## src/rtl/psw_pkg.sv

```systemverilog
// Shared constants and types for the XM23 PSW unit: op vector bit indices,
// PSW bit positions, CEX condition codes and the CEX phase encoding.
package psw_pkg;

    localparam int unsigned OP_ADD  = 9;
    localparam int unsigned OP_ADDC = 10;
    localparam int unsigned OP_SUB  = 11;
    localparam int unsigned OP_SUBC = 12;
    localparam int unsigned OP_DADD = 13;
    localparam int unsigned OP_CMP  = 14;
    localparam int unsigned OP_XOR  = 15;
    localparam int unsigned OP_AND  = 16;
    localparam int unsigned OP_OR   = 17;
    localparam int unsigned OP_BIT  = 18;
    localparam int unsigned OP_BIC  = 19;
    localparam int unsigned OP_BIS  = 20;
    localparam int unsigned OP_MOV  = 21;
    localparam int unsigned OP_SWAP = 22;
    localparam int unsigned OP_SRA  = 23;
    localparam int unsigned OP_RRC  = 24;
    localparam int unsigned OP_COMP = 25;
    localparam int unsigned OP_SWPB = 26;
    localparam int unsigned OP_SXT  = 27;

    localparam int unsigned PSW_C   = 0;
    localparam int unsigned PSW_Z   = 1;
    localparam int unsigned PSW_N   = 2;
    localparam int unsigned PSW_SLP = 3;
    localparam int unsigned PSW_V   = 4;

    typedef enum logic [3:0] {
        EQ, NE, CS, CC, MI, PL, VS, VC, HI, LS, GE, LT, GT, LE, TR, FL
    } cond_e;

    typedef enum logic [1:0] {
        IDLE, TRUE_PH, FALSE_PH
    } cex_state_e;

    function automatic logic eval_cond(input cond_e cond, input logic [4:0] f);
        logic c, z, n, v;
        c = f[PSW_C];
        z = f[PSW_Z];
        n = f[PSW_N];
        v = f[PSW_V];
        case (cond)
            EQ:      eval_cond = z;
            NE:      eval_cond = ~z;
            CS:      eval_cond = c;
            CC:      eval_cond = ~c;
            MI:      eval_cond = n;
            PL:      eval_cond = ~n;
            VS:      eval_cond = v;
            VC:      eval_cond = ~v;
            HI:      eval_cond = c & ~z;
            LS:      eval_cond = ~c | z;
            GE:      eval_cond = (n == v);
            LT:      eval_cond = (n != v);
            GT:      eval_cond = ~z & (n == v);
            LE:      eval_cond = z | (n != v);
            TR:      eval_cond = 1'b1;
            default: eval_cond = 1'b0;
        endcase
    endfunction

endpackage

```

## src/rtl/psw_unit_cex_fsm.sv

```systemverilog
// CEX conditional-execution sequencer: true/false block counters, phase state
// and the exec_ok gate for writeback and PSW updates.
module cex_fsm
    import psw_pkg::*;
#(
    parameter int unsigned CNT_W = 3
) (
    input  logic             clk_i,
    input  logic             rst_i,
    input  logic             step_i,
    input  logic             start_i,
    input  logic             cond_i,
    input  logic [CNT_W-1:0] tc_i,
    input  logic [CNT_W-1:0] fc_i,
    output logic             exec_ok_o
);

    cex_state_e       state_q, state_d;
    logic [CNT_W-1:0] tcnt_q, tcnt_d;
    logic [CNT_W-1:0] fcnt_q, fcnt_d;
    logic             cond_q, cond_d;

    always_ff @(posedge clk_i) begin
        if (rst_i) begin
            state_q <= IDLE;
            tcnt_q  <= '0;
            fcnt_q  <= '0;
            cond_q  <= 1'b0;
        end else begin
            state_q <= state_d;
            tcnt_q  <= tcnt_d;
            fcnt_q  <= fcnt_d;
            cond_q  <= cond_d;
        end
    end

    always_comb begin
        state_d   = state_q;
        tcnt_d    = tcnt_q;
        fcnt_d    = fcnt_q;
        cond_d    = cond_q;
        exec_ok_o = 1'b1;

        unique case (state_q)
            TRUE_PH:  exec_ok_o = cond_q;
            FALSE_PH: exec_ok_o = ~cond_q;
            default:  exec_ok_o = 1'b1;
        endcase

        // An executed CEX restarts the sequence; otherwise every issued slot,
        // executed or skipped, consumes one count of the active block.
        if (start_i) begin
            cond_d = cond_i;
            tcnt_d = tc_i;
            fcnt_d = fc_i;
            if (tc_i != '0) begin
                state_d = TRUE_PH;
            end else if (fc_i != '0) begin
                state_d = FALSE_PH;
            end else begin
                state_d = IDLE;
            end
        end else if (step_i) begin
            case (state_q)
                TRUE_PH: begin
                    tcnt_d = tcnt_q - CNT_W'(1);
                    if (tcnt_q <= CNT_W'(1)) begin
                        tcnt_d  = '0;
                        state_d = (fcnt_q != '0) ? FALSE_PH : IDLE;
                    end
                end
                FALSE_PH: begin
                    fcnt_d = fcnt_q - CNT_W'(1);
                    if (fcnt_q <= CNT_W'(1)) begin
                        fcnt_d  = '0;
                        state_d = IDLE;
                    end
                end
                default: ;
            endcase
        end
    end

endmodule

```

## src/rtl/psw_unit.sv

```systemverilog
// XM23 PSW holder and flag datapath for the execute stage, with CEX gating.
// Optional macro PSW_SHIFT_FLAGS_EN: SRA/RRC update C/N/Z even when psw_msk is low.
module psw_unit
    import psw_pkg::*;
#(
    parameter int unsigned OP_W  = 41,
    parameter int unsigned CNT_W = 3
) (
    input  logic             clk_i,
    input  logic             rst_i,
    input  logic             valid_i,
    input  logic             stall_i,
    input  logic [OP_W-1:0]  op_en_i,
    input  logic [15:0]      a_i,
    input  logic [15:0]      b_i,
    input  logic [15:0]      result_i,
    input  logic             psw_msk_i,
    input  logic             setcc_i,
    input  logic             clrcc_i,
    input  logic [4:0]       cc_mask_i,
    input  logic             psw_wr_i,
    input  logic [15:0]      psw_wdata_i,
    input  logic             cex_start_i,
    input  logic [3:0]       cex_cond_i,
    input  logic [CNT_W-1:0] cex_tc_i,
    input  logic [CNT_W-1:0] cex_fc_i,
    output logic [15:0]      psw_o,
    output logic             carry_out_o,
    output logic             exec_ok_o
);

    logic [4:0]  flags_q, flags_d;
    logic        exec_ok;
    logic        step, acc;
    logic        cond_true;
    logic [15:0] b_eff;
    logic        ci;
    logic        arith;
    logic [16:0] sum;
    logic        v_arith;
    logic        dadd_c;
    logic        unused_bits;

    assign unused_bits = ^{psw_wdata_i[15:5], op_en_i};

    assign step = valid_i & ~stall_i;
    assign acc  = step & exec_ok;

    always_comb begin
        b_eff = b_i;
        ci    = 1'b0;
        arith = 1'b0;
        if (op_en_i[OP_ADD]) begin
            arith = 1'b1;
        end else if (op_en_i[OP_ADDC]) begin
            arith = 1'b1;
            ci    = flags_q[PSW_C];
        end else if (op_en_i[OP_SUB] | op_en_i[OP_CMP]) begin
            arith = 1'b1;
            b_eff = ~b_i;
            ci    = 1'b1;
        end else if (op_en_i[OP_SUBC]) begin
            arith = 1'b1;
            b_eff = ~b_i;
            ci    = flags_q[PSW_C];
        end
    end

    assign sum     = {1'b0, a_i} + {1'b0, b_eff} + {16'b0, ci};
    assign v_arith = (a_i[15] == b_eff[15]) & (result_i[15] != a_i[15]);

    // BCD carry chain: a nibble carries out whenever its decimal sum exceeds 9.
    always_comb begin : dadd_chain
        logic [4:0] nib;
        dadd_c = flags_q[PSW_C];
        nib    = '0;
        for (int i = 0; i < 4; i++) begin
            nib    = {1'b0, a_i[4*i +: 4]} + {1'b0, b_i[4*i +: 4]} + {4'b0, dadd_c};
            dadd_c = (nib > 5'd9);
        end
    end

    always_comb begin
        flags_d = flags_q;
        if (acc) begin
            if (psw_wr_i) begin
                flags_d = psw_wdata_i[4:0];
            end else if (clrcc_i) begin
                flags_d = flags_q & ~cc_mask_i;
            end else if (setcc_i) begin
                flags_d = flags_q | cc_mask_i;
            end else if (psw_msk_i) begin
                flags_d[PSW_N] = result_i[15];
                flags_d[PSW_Z] = (result_i == 16'h0000);
                if (arith) begin
                    flags_d[PSW_C] = sum[16];
                    flags_d[PSW_V] = v_arith;
                end else if (op_en_i[OP_DADD]) begin
                    flags_d[PSW_C] = dadd_c;
                end
`ifdef PSW_SHIFT_FLAGS_EN
                if (op_en_i[OP_SRA] | op_en_i[OP_RRC]) begin
                    flags_d[PSW_C] = a_i[0];
                end
            end else if (op_en_i[OP_SRA] | op_en_i[OP_RRC]) begin
                flags_d[PSW_C] = a_i[0];
                flags_d[PSW_N] = result_i[15];
                flags_d[PSW_Z] = (result_i == 16'h0000);
            end
`else
            end
`endif
        end
    end

    always_ff @(posedge clk_i) begin
        if (rst_i) begin
            flags_q <= '0;
        end else begin
            flags_q <= flags_d;
        end
    end

    assign cond_true = eval_cond(cond_e'(cex_cond_i), flags_q);

    cex_fsm #(
        .CNT_W (CNT_W)
    ) u_cex_fsm (
        .clk_i     (clk_i),
        .rst_i     (rst_i),
        .step_i    (step),
        .start_i   (acc & cex_start_i),
        .cond_i    (cond_true),
        .tc_i      (cex_tc_i),
        .fc_i      (cex_fc_i),
        .exec_ok_o (exec_ok)
    );

    assign psw_o       = {11'b0, flags_q};
    assign carry_out_o = flags_q[PSW_C];
    assign exec_ok_o   = exec_ok;

endmodule

```

## config.mk

```make
export PLATFORM = sky130hd
export DESIGN_NAME = psw_unit
export DESIGN_NICKNAME = d
export VERILOG_FILES = /design/src/rtl/psw_pkg.sv /design/src/rtl/psw_unit_cex_fsm.sv /design/src/rtl/psw_unit.sv
export SDC_FILE = /design/constraint.sdc
export NUM_CORES = 1
export LEC_CHECK = 0
export CAP_MARGIN = 5
export CORE_UTILIZATION = 39
export DETAILED_ROUTE_END_ITERATION = 10
export PLACE_DENSITY = 0.92
export SLEW_MARGIN = 0
export SYNTH_ARGS = -nofsm -noshare
export SYNTH_HDL_FRONTEND = slang
export SYNTH_HIERARCHICAL = 1
export SYNTH_SLANG_ARGS = --single-unit
```

## constraint.sdc

```tcl
create_clock -name clk_i -period 6.9 [get_ports clk_i]
set_clock_uncertainty 0.05 [all_clocks]
set_input_delay 0.69 -clock clk_i [delete_from_list [all_inputs] [get_ports clk_i]]
set_output_delay 0.69 -clock clk_i [all_outputs]
set_load 0.005 [all_outputs]
```

; ---- Yosys cells after proc, flatten, opt, wreduce, memory -nomap -nowiden
; Cells that the tools add are included.
; W data, S select, Z words.
[op_classes]
addsub = 12
order_cmp = 6
n_eq_ne = 22
mux = 40
bitwise = 19
reduce_logical = 20
[ops]
columns = op, n
row1 = $mux W16, 4
row2 = $mux W3, 10
row3 = $eq A4 B4 Y1 const B, 7
row4 = $add A4 B4 Y5, 4
row5 = $add A5 B1 Y5, 4
row6 = $gt A5 B4 Y1 const B, 4
row7 = $add A16 B16 Y17, 1
row8 = $add A17 B1 Y17, 1
row9 = $eq A4 B3 Y1 const B, 4
row10 = $logic_not A16 Y1, 1
row11 = $not A16 Y16, 1
row12 = $pmux W1 S15, 1
row13 = $reduce_bool A3 Y1, 5
row14 = $mux W1, 14
row15 = $mux W2, 7
row16 = $mux W5, 2
row17 = $eq A4 B2 Y1 const B, 2
row18 = $reduce_and A2 Y1, 4
row19 = $reduce_bool A4 Y1, 2
row20 = $and A1 B1 Y1, 6
row21 = $le A3 B1 Y1 const B, 2
row22 = $ne A3 B1 Y1 const B, 2
row23 = $not A1 Y1, 6
row24 = $reduce_and A3 Y1, 2
row25 = other kinds (16), 23
[word_totals]
regBits = 14
inputBits = 129
out_inout_bits = 18
wordCells = 127

; ---- Logic depth before layout (Yosys ltp)
[logic_depth]
ltp_word = 15
depth_mapped = 27
depth_no_buf = 27

; ---- Hierarchy
; The synthesis kept the hierarchy.
[modules_own_cells]
columns = mod, instances, cells_each, area_per_inst_um2
row1 = psw_unit, 1, 229, 1826.8
row2 = cex_fsm, 1, 76, 634.4

; ---- Worst setup path after synthesis
; No wires, ideal clock.
[synth_timing]
path_kind = input port to flip-flop
startpoint = input port a_i[0]
endpoint = register flags_q[0]
setup_ps = 129
arrival_ps = 6042
required_ps = 6721
path_slack_ps = 679
path_stages = 26
path_buffers = 0
path_cell_list = inv_1 -> fa_1 -> fa_1 -> xor2_1 -> nand2_1 -> a221oi_1 -> fa_1 -> inv_1 -> fa_1 -> xnor2_1 -> nand2b_1 -> a221oi_1 -> fa_1 -> inv_1 -> fa_1 -> xnor2_1 -> nand2b_1 -> a221oi_1 -> fa_1 -> inv_1 -> fa_1 -> nor4_1 -> a21oi_1 -> o41a_1 -> a2111oi_0 -> o32ai_1
[synth_via]
elab_chain_len = 15
elab_cells_between_ends = 17
classes_between = 7 x add/sub / 4 x order compare / 6 x mux
[synth_rtl]
columns = item, line_no
row1 = from (decl), psw_unit.sv:14  ; input logic [15:0] a_i,
row2 = $add A4 B4 Y5, psw_unit.sv:78  ; nib = {1'b0, a_i[4*i +: 4]} + {1'b0, b_i[4*i +: 4]} + {4'b0, dadd_c};
row3 = $add A5 B1 Y5, psw_unit.sv:78
row4 = $gt A5 B4 Y1, psw_unit.sv:79  ; dadd_c = (nib > 5'd9);
row5 = $add A5 B1 Y5, psw_unit.sv:78
row6 = $gt A5 B4 Y1, psw_unit.sv:79
row7 = $add A5 B1 Y5, psw_unit.sv:78
row8 = $gt A5 B4 Y1, psw_unit.sv:79
row9 = $add A5 B1 Y5, psw_unit.sv:78
row10 = $gt A5 B4 Y1, psw_unit.sv:79
row11 = $mux W1, psw_unit.sv:98  ; end else if (op_en_i[OP_DADD]) begin
row12 = $mux W1 *, psw_unit.sv:95  ; if (arith) begin
row13 = $mux W3 *, psw_unit.sv:92  ; end else if (psw_msk_i) begin
row14 = $mux W3 *, psw_unit.sv:90  ; end else if (setcc_i) begin
row15 = $mux W5 *, psw_unit.sv:88  ; end else if (clrcc_i) begin
row16 = $mux W5 *, psw_unit.sv:86  ; if (psw_wr_i) begin
row17 = to (signal assigned), psw_unit.sv:120  ; flags_q <= flags_d;
row18 = to (decl), psw_unit.sv:32  ; logic [4:0] flags_q, flags_d;
; Mark *: on every way between the ends. The rest lies on a longest branch, timed or not. The select of a mux whose other input is x is not followed.
; A chain may end at the register's enable or synchronous reset.

; ---- Final worst setup path
[layout_timing]
startpoint = input port a_i[1]
endpoint = register flags_q[0]
; The elaborated chain is that of the path after synthesis.

==> reports/metrics.yaml <==
outcome:
  status: "completed"
global_route:
  gr-total-overflow: 0
  antenna_found_initial: 0
  grt_use_total: 0.2027
  grt_pass1_vias: 2432
  grt_pass1_wl_microns: 10550
  grt_max_degree: 18
route:
  routed_via_density: 5.517
  vias: 2582
  wl_per_cell_microns: 14.38
  drc: 0
  routed_wl_microns: 6729
  drt.antenna.violating_nets: 0
  dr.first_iter.drc_count: 93
  drt_first_pass_iters: 5
yosys:
  synth_area_sq_um: 2461
  synth_top_cells_by_count: "35 x ha_1, 34 x inv_1, 23 x a21oi_1, 21 x xnor2_1, 18 x nand2_1"
  synth.avg_cell_area_sq_um: 8.069
  synth_warnings: 6
  ys_types: 68
  synth-seq-cells: 14
  synth_edf_count: 0
  post-synth-top-count-cell: "ha_1"
  synthArstFlopShare: 0
  yosysSeqAreaShare: 0.1139
  netlist_top_cells_area: "ha_1 18%, dfxtp_1 11%, xnor2_1 7.5%, fa_1 6.5%, inv_1 5.2%"
  synth_top_cell_by_area: "ha_1"
  synth.top_cell.area_share: 0.1779
  synthFlopType: "dfxtp_1"
  synthCells: 305
worst_setup_path:
  cp.arrival_ns: 6.40
  required_ns: 6.95
  endpoint_kind: "flip-flop"
  crit_fanout: 3
  critPathCapture: "flags_q[0]"
  r2r-end: "flags_q[0]"
  crit_type: "in2reg"
  r2r-start: "flags_q[0]"
  startpoint_type: "input pin"
  r2r_cells: 26
  cp-startpoint: "a_i[1]"
  worst-r2r-setup-slack_ns: 0.90
sta:
  rsz0062_at_grt: "false"
  setup_viol: 0
  finalHoldWorstSlack_ns: 0.4765
  drv_slew: 0
  tightest_slew_ns: 0.9847
  relSlewSlack: 0.3436
  finalCriticalPeriod_ns: 6.350
  hold_viol: 0
  finalCritPeriodShare: 0.9203
  max_clock_freq_mhz: 157.5
die:
  die_area_sq_um: 6632
  start_util: 0.4108
  core_sq_um: 5991
  die_x_microns: 81.44
  row_count: 28
  die_y_microns: 81.44
  ios: 147
final_layout:
  drive_above_1_share: 0.1196
  area_delta_synth_final_pct: 43.37
  nFillCells: 512
  multi_input_area_sq_um: 2044
  fin_area_sq_um: 3528
  register_area_sq_um: 280.3
  diodes: 0
  final_net_count: 567
  fin_cells: 468
placement:
  placedCellCount: 465
  port-buffer-count: 89
  routabilityCongestion: 0.8363
  placed_cell_area_sq_um: 3397
  dp_hpwl_microns: 5516
clock_tree:
  ctsRootBufferMaster: "clkbuf_8"
  clkSinkCount: 14
  clock_path_buffers: 2
  htreeDepth: 1
  cts_made_buffers: 3
  clock_latency_ns: 0.24
  cts_tree: "built"
  path_clk_slew_ns: 0.06
  hold_buffers: 0
power:
  p_total_uw: 379.6
  ir_drop_v: 0.00005000
  p_leak_nw: 1.456
  power_density_nw_per_um2: 107.6
run:
  maxCapViolCount: 0
worst_hold_path:
  hp-class: "reg2reg"
-- final cells by class --
cell class / count / share of cell area
Timing Repair Buffer: 95 / 0.2667
Inverter: 34 / 0.03617
Tap cell: 75 / 0.02660
Multi-Input combinational cell: 247 / 0.5794
Clock buffer: 3 / 0.01170
Sequential cell: 14 / 0.07943
-- kinds of logic (layout without fill, tap and decap cells) --
logic type | count (synthesis) | in the layout | synth area share
other | 1 | 11 | 0.001524
buffers and inverters | 54 | 132 | 0.1052
AOI/OAI and AO/OA | 83 | 83 | 0.2522
muxes | 3 | 3 | 0.01271
DFF | 14 | 14 | 0.1139
and+or+nand+nor | 84 | 84 | 0.1896
xor gates and xnor gates | 23 | 23 | 0.08185
adders and majority gates | 43 | 43 | 0.2430
-- worst min path at each step --
stage	from	to	slack (ns)	cells after the start
after global routing	flip-flop	flip-flop	0.48	2
after global placement	u_cex_fsm/state_q[0]	u_cex_fsm/state_q[0]	0.44	2
final	flip-flop	flip-flop	0.48	2
after CTS	flip-flop	flip-flop	0.48	2
after detailed placement	u_cex_fsm/cond_q	u_cex_fsm/cond_q	0.47	2
after floorplan	u_cex_fsm/state_q[0]	u_cex_fsm/state_q[0]	0.42	2
-- through the flow --
step	util	setup slack, ns	setup TNS, ns
final	0.5890	0.5498	0
after global routing	0.5890	0.2005	0
after CTS	0.5781	0.001298	0
after detailed placement	0.5670	-0.5836	-0.5836
after global placement	0.5670	-0.4126	-0.4126
after floorplan	-	0.6793	0
-- layer usage --
| metal | global-route usage | part of all wire |
|---|---|---|
| met5 | 0 | 0 |
| met4 | 0.09821 | 0.049 |
| met3 | 0.02889 | 0.046 |
| met2 | 0.3658 | 0.50 |
| met1 | 0.2320 | 0.41 |
-- registers in the layout (all words and copies together) (netlist names), named ones only --
| register | flops |
|---|---|
| flags_q | 4 |
| u_cex_fsm/fcnt_q | 3 |
| u_cex_fsm/tcnt_q | 3 |
| u_cex_fsm/state_q | 2 |
| u_cex_fsm/cond_q | 1 |
-- placed cells by master, fill, tap and decap left out, types with 4 or more instances in the layout --
cell and count:
clkdlybuf4s50_1 87, ha_1 35, inv_1 33, a21oi_1 23, xnor2_1 20, nand2_1 18
nor2_1 15, dfxtp_1 14, a21o_1 11, conb_1 11, nor3_1 8, fa_2 8
nand2b_1 6, nand3_1 6, buf_4 6, o21ai_0 5, o211ai_1 4, a221oi_2 4
-- critical path, cell delays in order --
cell	delay, ns
clkdlybuf4s50_1	0.47
ha_1	0.32
a21o_1	0.17
a21oi_1	0.17
xnor2_1	0.16
a221oi_2	0.10
fa_2	0.34
inv_1	0.10
fa_2	0.44
nand2b_1	0.16
a221oi_2	0.32
fa_2	0.25
inv_2	0.05
fa_2	0.41
xnor2_2	0.14
nand2b_1	0.09
a221oi_2	0.31
fa_2	0.25
inv_1	0.06
fa_2	0.39
buf_4	0.15
nor2_2	0.10
o211a_1	0.16
o21ai_2	0.08
a2111oi_4	0.38
o32ai_2	0.13
-- where the power goes --
| group | internal [mW] | leakage [nW] | switching (mW) | total (mW) |
|---|---|---|---|---|
| sequential | 0.0854 | 0.114 | 0.00625 | 0.0917 |
| combinational | 0.122 | 1.32 | 0.0989 | 0.221 |
| clock | 0.0386 | 0.0216 | 0.0283 | 0.0669 |
| total | 0.246 | 1.46 | 0.133 | 0.380 |
-- what timing repair did --
action	CTS	global route
pin swaps	0	17
buffers inserted	0	1
endpoints found under the setup margin	1	1
hold endpoints to repair	0	0
gates resized for setup	5	19
No activity file was read; power rests on OpenSTA's default activity.
==> RTL change 1: new RTL, same settings <==
`CNT_W` is set to 3 in 2 places; all go to 6.
--- a/src/rtl/psw_unit_cex_fsm.sv
+++ b/src/rtl/psw_unit_cex_fsm.sv
@@ -5,3 +5,3 @@
 #(
-    parameter int unsigned CNT_W = 3
+    parameter int unsigned CNT_W = 6
 ) (
--- a/src/rtl/psw_unit.sv
+++ b/src/rtl/psw_unit.sv
@@ -6,3 +6,3 @@
     parameter int unsigned OP_W  = 41,
-    parameter int unsigned CNT_W = 3
+    parameter int unsigned CNT_W = 6
 ) (
Interface: changed (resized cex_fc_i and cex_tc_i); port bits go from 147 to 153. The function was not compared with the original's and may differ.
==> RTL change 1 against the unedited design <==
  * Utilization fell by 0.99 points
  * Sequential cell count rose by 6
  * Die area rose by 16%
  * Maximum frequency fell by 4.5%
  * Total power rose by 25%
  * Clock power rose by 38%
  * Design area rose by 14%
  * Critical path type unchanged
  * Routed wire length rose by 16%
  * Cell count rose by 16%
  * Area after synthesis rose by 17%
  * Synthesized cell count rose by 15%
  * Worst setup slack got worse by 0.30 ns
==> RTL change 1: results (changes against the unedited design) <==
| Metric | Value |
|---|---|
| DR iter-0 viols | 90 (-3.2%) |
| Vias in the first global route | 2,859 (+18%) |
| N_diodes | 0 (unchanged) |
| First-pass detailed-route iteration total | 5 (unchanged) |
| Top Registers | u_cex_fsm/fcnt_q (6), u_cex_fsm/tcnt_q (6), flags_q (4) |
| Hold depth | 2 (unchanged) |
| Layout cells sized above 1 | 11.7% (-0.30 points) |
| Hpwl dp | 6340 um (+15%) |
| Port Buffer Count | 95 (+6.7%) |
| FF-to-FF Start | flags_q[0] |
| Initial antenna violation count | 0 (unchanged) |
| Root Buffer | clkbuf_8 |
| Slew at the pin closest to its max-slew limit | 0.999 ns (+0.0140 ns) |
| Global Route Usage Sum | 20.4% (+0.17 points) |
| Final #Nets | 625 (+10%) |
| CTS Buf Count | 3 (unchanged) |
| Largest net degree at the start of global routing | 22 (+4) |
| Worst-path fanout max | 3 (unchanged) |
| Crit path largest cell delay | 0.49 ns (+0.02 ns) |
| Sequential area share after synthesis | 14.0% (+2.6 points) |
| Worst min path class | reg2reg |
| Reg2reg setup slack | 0.78 ns (-0.12 ns) |
| Met2 Track Usage GR | 35.5% (-1.1 points) |
| GR Util met3 | 2.83% (-0.061 points) |
| Final Wtd Congestion | 0.880 (+5.3%) |
| Leakage power | 0.00160 uW (+10%) |
| CTS clk-pin slew, worst paths | 0.08 ns (+0.02 ns) |
| Slowest cell on crit path | clkdlybuf4s50_1 |
| Primary FF master, synth | dfxtp_1 |
| Most instantiated cells after synthesis | 35 x ha_1, 34 x inv_1, 25 x nor2_1 |
| Outcome | completed |
| Count of unique library cells instantiated by Yosys | 68 (unchanged) |
| Reg2reg end | flags_q[0] |
| Worst slack, placed | -0.503 ns (+0.0806 ns) |
| Top cells by area, synth | ha_1 15%, dfxtp_1 14%, xnor2_1 6.4% |
| Met1 Resource Use GR | 25.1% (+1.9 points) |
| CP arrival | 6.73 ns (+0.33 ns) |
| Htree depth | 1 (unchanged) |
| Ys Warns | 6 (unchanged) |
| Vias per inst | 5.44 (-1.4%) |
| First-pass GRT wire length | 12,700 um (+20%) |
| Wirelength, routed | 7790 um (+16%) |
| Ys async rst share | 0% (unchanged) |
| Reg2reg path depth | 27 (+3.8%) |
| Clock Tree Buf Depth | 2 (unchanged) |
| Int Pwr | 307 uW (+25%) |
| Clk Latency, worst-skew pair | 0.26 ns (+0.02 ns) |
| Hold slack | 0.495 ns (+0.0180 ns) |
| Worst IR Drop VDD | 0.0702 mV (+40%) |
| Placed cell area | 3880 sq um (+14%) |
| Fillers | 588 (+15%) |
-- RTL change 1: cell count changes after synthesis, sizes merged, moves of 4 or more --
cell / unedited run / this run
nor2: 16 / 25
nor3: 8 / 15
nor4: 4 / 8
a211oi: 3 / 9
dfxtp: 14 / 20
mux2i: 2 / 6
-- RTL change 1: final cells by class --
cell class                 count  area, sq um  area share, %
sequential                    20          400           9.96
multi-input combinational    286         2310           57.6
inverter                      34          128           3.17
tap                           96          120           2.99
timing repair buffer         102         1000           25.0
clock buffer                   4         55.1           1.37
-- RTL change 1: worst max path at each step --
stage | startpoint | end | slack (ns) | cells after the start
after global routing | b_i[0] | flags_q[0] | -0.07 | 28
after floorplan | a_i[0] | flags_q[0] | 0.68 | 26
after CTS | a_i[0] | flags_q[0] | 0.06 | 27
after global placement | a_i[0] | flags_q[0] | -0.38 | 27
after detailed placement | a_i[0] | flags_q[0] | -0.50 | 27
final | b_i[0] | flags_q[0] | 0.25 | 28
-- RTL change 1: metrics by stage --
| step | total power (uW) | instances | TNS (ns) |
|---|---|---|---|
| final | 473 | 542 | 0 |
| after detailed placement | 366 | 537 | -0.503 |
| after global placement | 355 | 537 | -0.382 |
| after floorplan | 272 | 362 | 0 |
| after global routing | 509 | 542 | -0.0749 |
| after CTS | 463 | 541 | 0 |
-- RTL change 1: worst max-delay path, delay by kind of cell --
kind | cells | cell delay [ns]
compound gates | 7 | 1.75
xor+xnor | 3 | 0.48
buf+inv | 6 | 0.89
fa+ha+maj | 8 | 2.56
simple gates | 4 | 0.38
-- RTL change 1: power by group through the flow --
stage          logic (uW)  clock network, uW  registers (uW)
2_1_floorplan         138                  0             134
3_3_place_gp          219                  0             136
3_5_place_dp          229                  0             137
4_1_cts               235               94.4             134
5_1_grt               274               99.0             136
6_report              247               92.0             134
-- RTL change 1: what timing repair did --
item,CTS,global route
buffers inserted,0,1
hold endpoints to repair,0,0
cloned,0,0
setup endpoints to repair,1,1
pin swaps,0,14
resized for setup,4,15
-- RTL change 1: logic make-up (layout without fill, tap and decap cells) --
| group | count (synthesis) | count (layout) | share of synthesized area (%) |
|---|---|---|---|
| xor gates and xnor gates | 23 | 23 | 7.02 |
| muxes | 6 | 6 | 2.09 |
| DFF | 20 | 20 | 14.0 |
| other | 1 | 11 | 0.131 |
| AOI/OAI and AO/OA | 94 | 94 | 24.3 |
| adders and majority gates | 43 | 43 | 20.8 |
| buffers and inverters | 56 | 140 | 9.33 |
| and+or+nand+nor | 109 | 109 | 22.3 |
-- RTL change 1: routing by layer --
layer / share of wire [%] / vias up
met4: 3.7 / 0
met3: 4.1 / 22
met1: 43 / 1367
met5: 0 / -
met2: 49 / 101
li1: - / 1458
==> RTL change 2: new RTL, config.mk and constraints unchanged <==
Without the edit above. Re-encode `cex_state_e` (3 states) as one-hot, 3 bits wide.
--- a/src/rtl/psw_pkg.sv
+++ b/src/rtl/psw_pkg.sv
@@ -34,4 +34,4 @@
 
-    typedef enum logic [1:0] {
-        IDLE, TRUE_PH, FALSE_PH
+    typedef enum logic [2:0] {
+        IDLE = 3'b001, TRUE_PH = 3'b010, FALSE_PH = 3'b100
     } cex_state_e;
Check against the original RTL: same outputs for any inputs over 10 cycles, from zero or initial values and one cycle with rst_i high; not proved beyond that.
==> RTL change 2 against the unedited design <==
  * Total power rose by 0.33%
  * Via count rose by 1.5%
  * Sequential cell count rose by 1
  * Register-to-register slack barely moved
  * Die area rose by 2.7%
  * Combinational power fell by 5%
  * Clock power rose by 8.1%
  * Routed wire length rose by 3.6%
  * Largest cell class unchanged
  * Worst setup slack got worse by 0.28 ns
  * Non-clock buffer count fell by 2
  * Design area rose by 0.43%
  * Area after synthesis rose by 2.7%
==> RTL change 2: results (changes against the unedited design) <==
| Metric | Value |
|---|---|
| Worst-path fanout max | 3 (unchanged) |
| Port Buffer Count | 89 (unchanged) |
| N_diodes | 0 (unchanged) |
| Global Route Usage Sum | 20.6% (+0.38 points) |
| ANT nets after route | 0 (unchanged) |
| Htree depth | 1 (unchanged) |
| Placed cell area | 3440 sq um (+1.3%) |
| Reg2reg path depth | 26 (unchanged) |
| Primary FF master, synth | dfxtp_1 |
| Initial antenna violation count | 0 (unchanged) |
| Ys Warns | 6 (unchanged) |
| CTS clk-pin slew, worst paths | 0.06 ns (about the same) |
| Sequential area share after synthesis | 11.9% (+0.49 points) |
| Hold depth | 2 (unchanged) |
| Max_slew headroom | 34.4% (+0.057 points) |
| CP arrival | 6.68 ns (+0.28 ns) |
| Ys async rst share | 0% (unchanged) |
| Clock Tree Buf Depth | 2 (unchanged) |
| Hpwl dp | 5800 um (+5.1%) |
| Adder-cell share of the synthesized area | 22.7% (-1.6 points) |
| Mux cell area share after synthesis | 0.792% (-0.48 points) |
| Top cells by area, synth | ha_1 16%, dfxtp_1 12%, xnor2_1 7.3% |
| Count of unique library cells instantiated by Yosys | 70 (+2.9%) |
| Most instantiated cells after synthesis | 33 x ha_1, 30 x inv_1, 27 x a21oi_1 |
| Worst min path class | reg2reg |
| Vias in the first global route | 2,473 (+1.7%) |
| Compound-Gate Fraction of Synth Area | 25.9% (+0.71 points) |
| First-pass detailed-route iteration total | 4 (-1) |
| Outcome | completed |
| Crit-path leading delay family | adder cells |
| Layout cells sized above 1 | 9.80% (-2.2 points) |
| Leakage power | 0.00142 uW (-2.1%) |
| First-pass GRT wire length | 10,900 um (+3.5%) |
| Max reg flops | 4 (unchanged) |
| Most flop-heavy register | flags_q |
| Largest net degree at the start of global routing | 17 (-1) |
| Root Buffer | clkbuf_8 |
| Reg2reg setup slack | 0.90 ns (about the same) |
| Slowest cell on crit path | clkdlybuf4s50_1 |
| DR iter-0 viols | 91 (-2.2%) |
| Worst IR Drop VDD | 0.0602 mV (+20%) |
| Final #Nets | 569 (+0.35%) |
| Post-Synth XOR/XNOR Area | 7.97% (-0.22 points) |
| Crit path largest cell delay | 0.49 ns (+0.02 ns) |
| CTS Buf Count | 3 (unchanged) |
| Final Wtd Congestion | 0.823 (-1.6%) |
| Clk Latency, worst-skew pair | 0.25 ns |
| DRC Markers | 0 (unchanged) |
| Wirelength, routed | 6970 um (+3.6%) |
| Vias per inst | 5.54 (+0.44%) |
==> RTL change 2: worst paths after layout <==
| path | from | end |
|---|---|---|
| max | a_i[0] | flags_q[0] |
| min | register | register |
| max reg2reg | flags_q[0] | flags_q[0] |
| min reg2reg | register | register |
==> RTL change 2: kinds of logic (layout without fill, tap and decap cells) <==
family	Yosys count	in the layout
other	1	11
DFF	15	15
and+or+nand+nor	88	88
muxes	2	2
adders and majority gates	41	41
buffers and inverters	50	127
xor gates and xnor gates	23	23
AOI/OAI and AO/OA	91	91
==> RTL change 2: cell type report <==
type / instances / area, sq um
Fill cell: 543 / 2550
Timing Repair Buffer: 93 / 921
Sequential cell: 15 / 300
Multi-Input combinational cell: 256 / 2070
Inverter: 30 / 113
Clock buffer: 4 / 45.0
Tap cell: 75 / 93.8
==> RTL change 2: power breakdown <==
part           total [uW]  switching [uW]  internal (uW)
Sequential           97.4            6.12           91.3
Clock                72.3            31.4           40.9
Combinational         211            95.6            116
==> RTL change 2: worst reg2reg max path: cells and delay by family (launching register included) <==
family	cells	cell delay (ns)
xor gates and xnor gates	3	0.50
and+or+nand+nor	4	0.56
AOI/OAI and AO/OA	7	1.60
adders and majority gates	8	2.55
buffers and inverters	4	0.26
DFF	1	0.34
==> RTL change 2: routing by layer <==
layer	vias up	track usage (%)	wire [um]
met5	-	0	0
met4	0	5.17	143
met3	12	2.31	287
met2	93	39.3	3650
met1	1228	24.4	2890
li1	1288	-	-
==> RTL change 2: repair_timing <==
action,CTS,global route
endpoints found under the setup margin,1,1
pin swaps,7,7
setup buffers,0,0
gates resized for setup,11,5
==> RTL change 2: metrics by stage <==
| stage | setup WS (ns) | util (%) | total power (uW) | hold slack (ns) | instances |
|---|---|---|---|---|---|
| after floorplan | 0.679 | - | 215 | 0.434 | 321 |
| after global placement | -0.356 | 56.4 | 287 | 0.455 | 469 |
| final | 0.269 | 58.1 | 381 | 0.469 | 473 |
| after detailed placement | -0.645 | 56.4 | 297 | 0.469 | 469 |
| after CTS | 0.0389 | 57.8 | 378 | 0.476 | 473 |
| after global routing | -0.0304 | 58.1 | 409 | 0.510 | 473 |
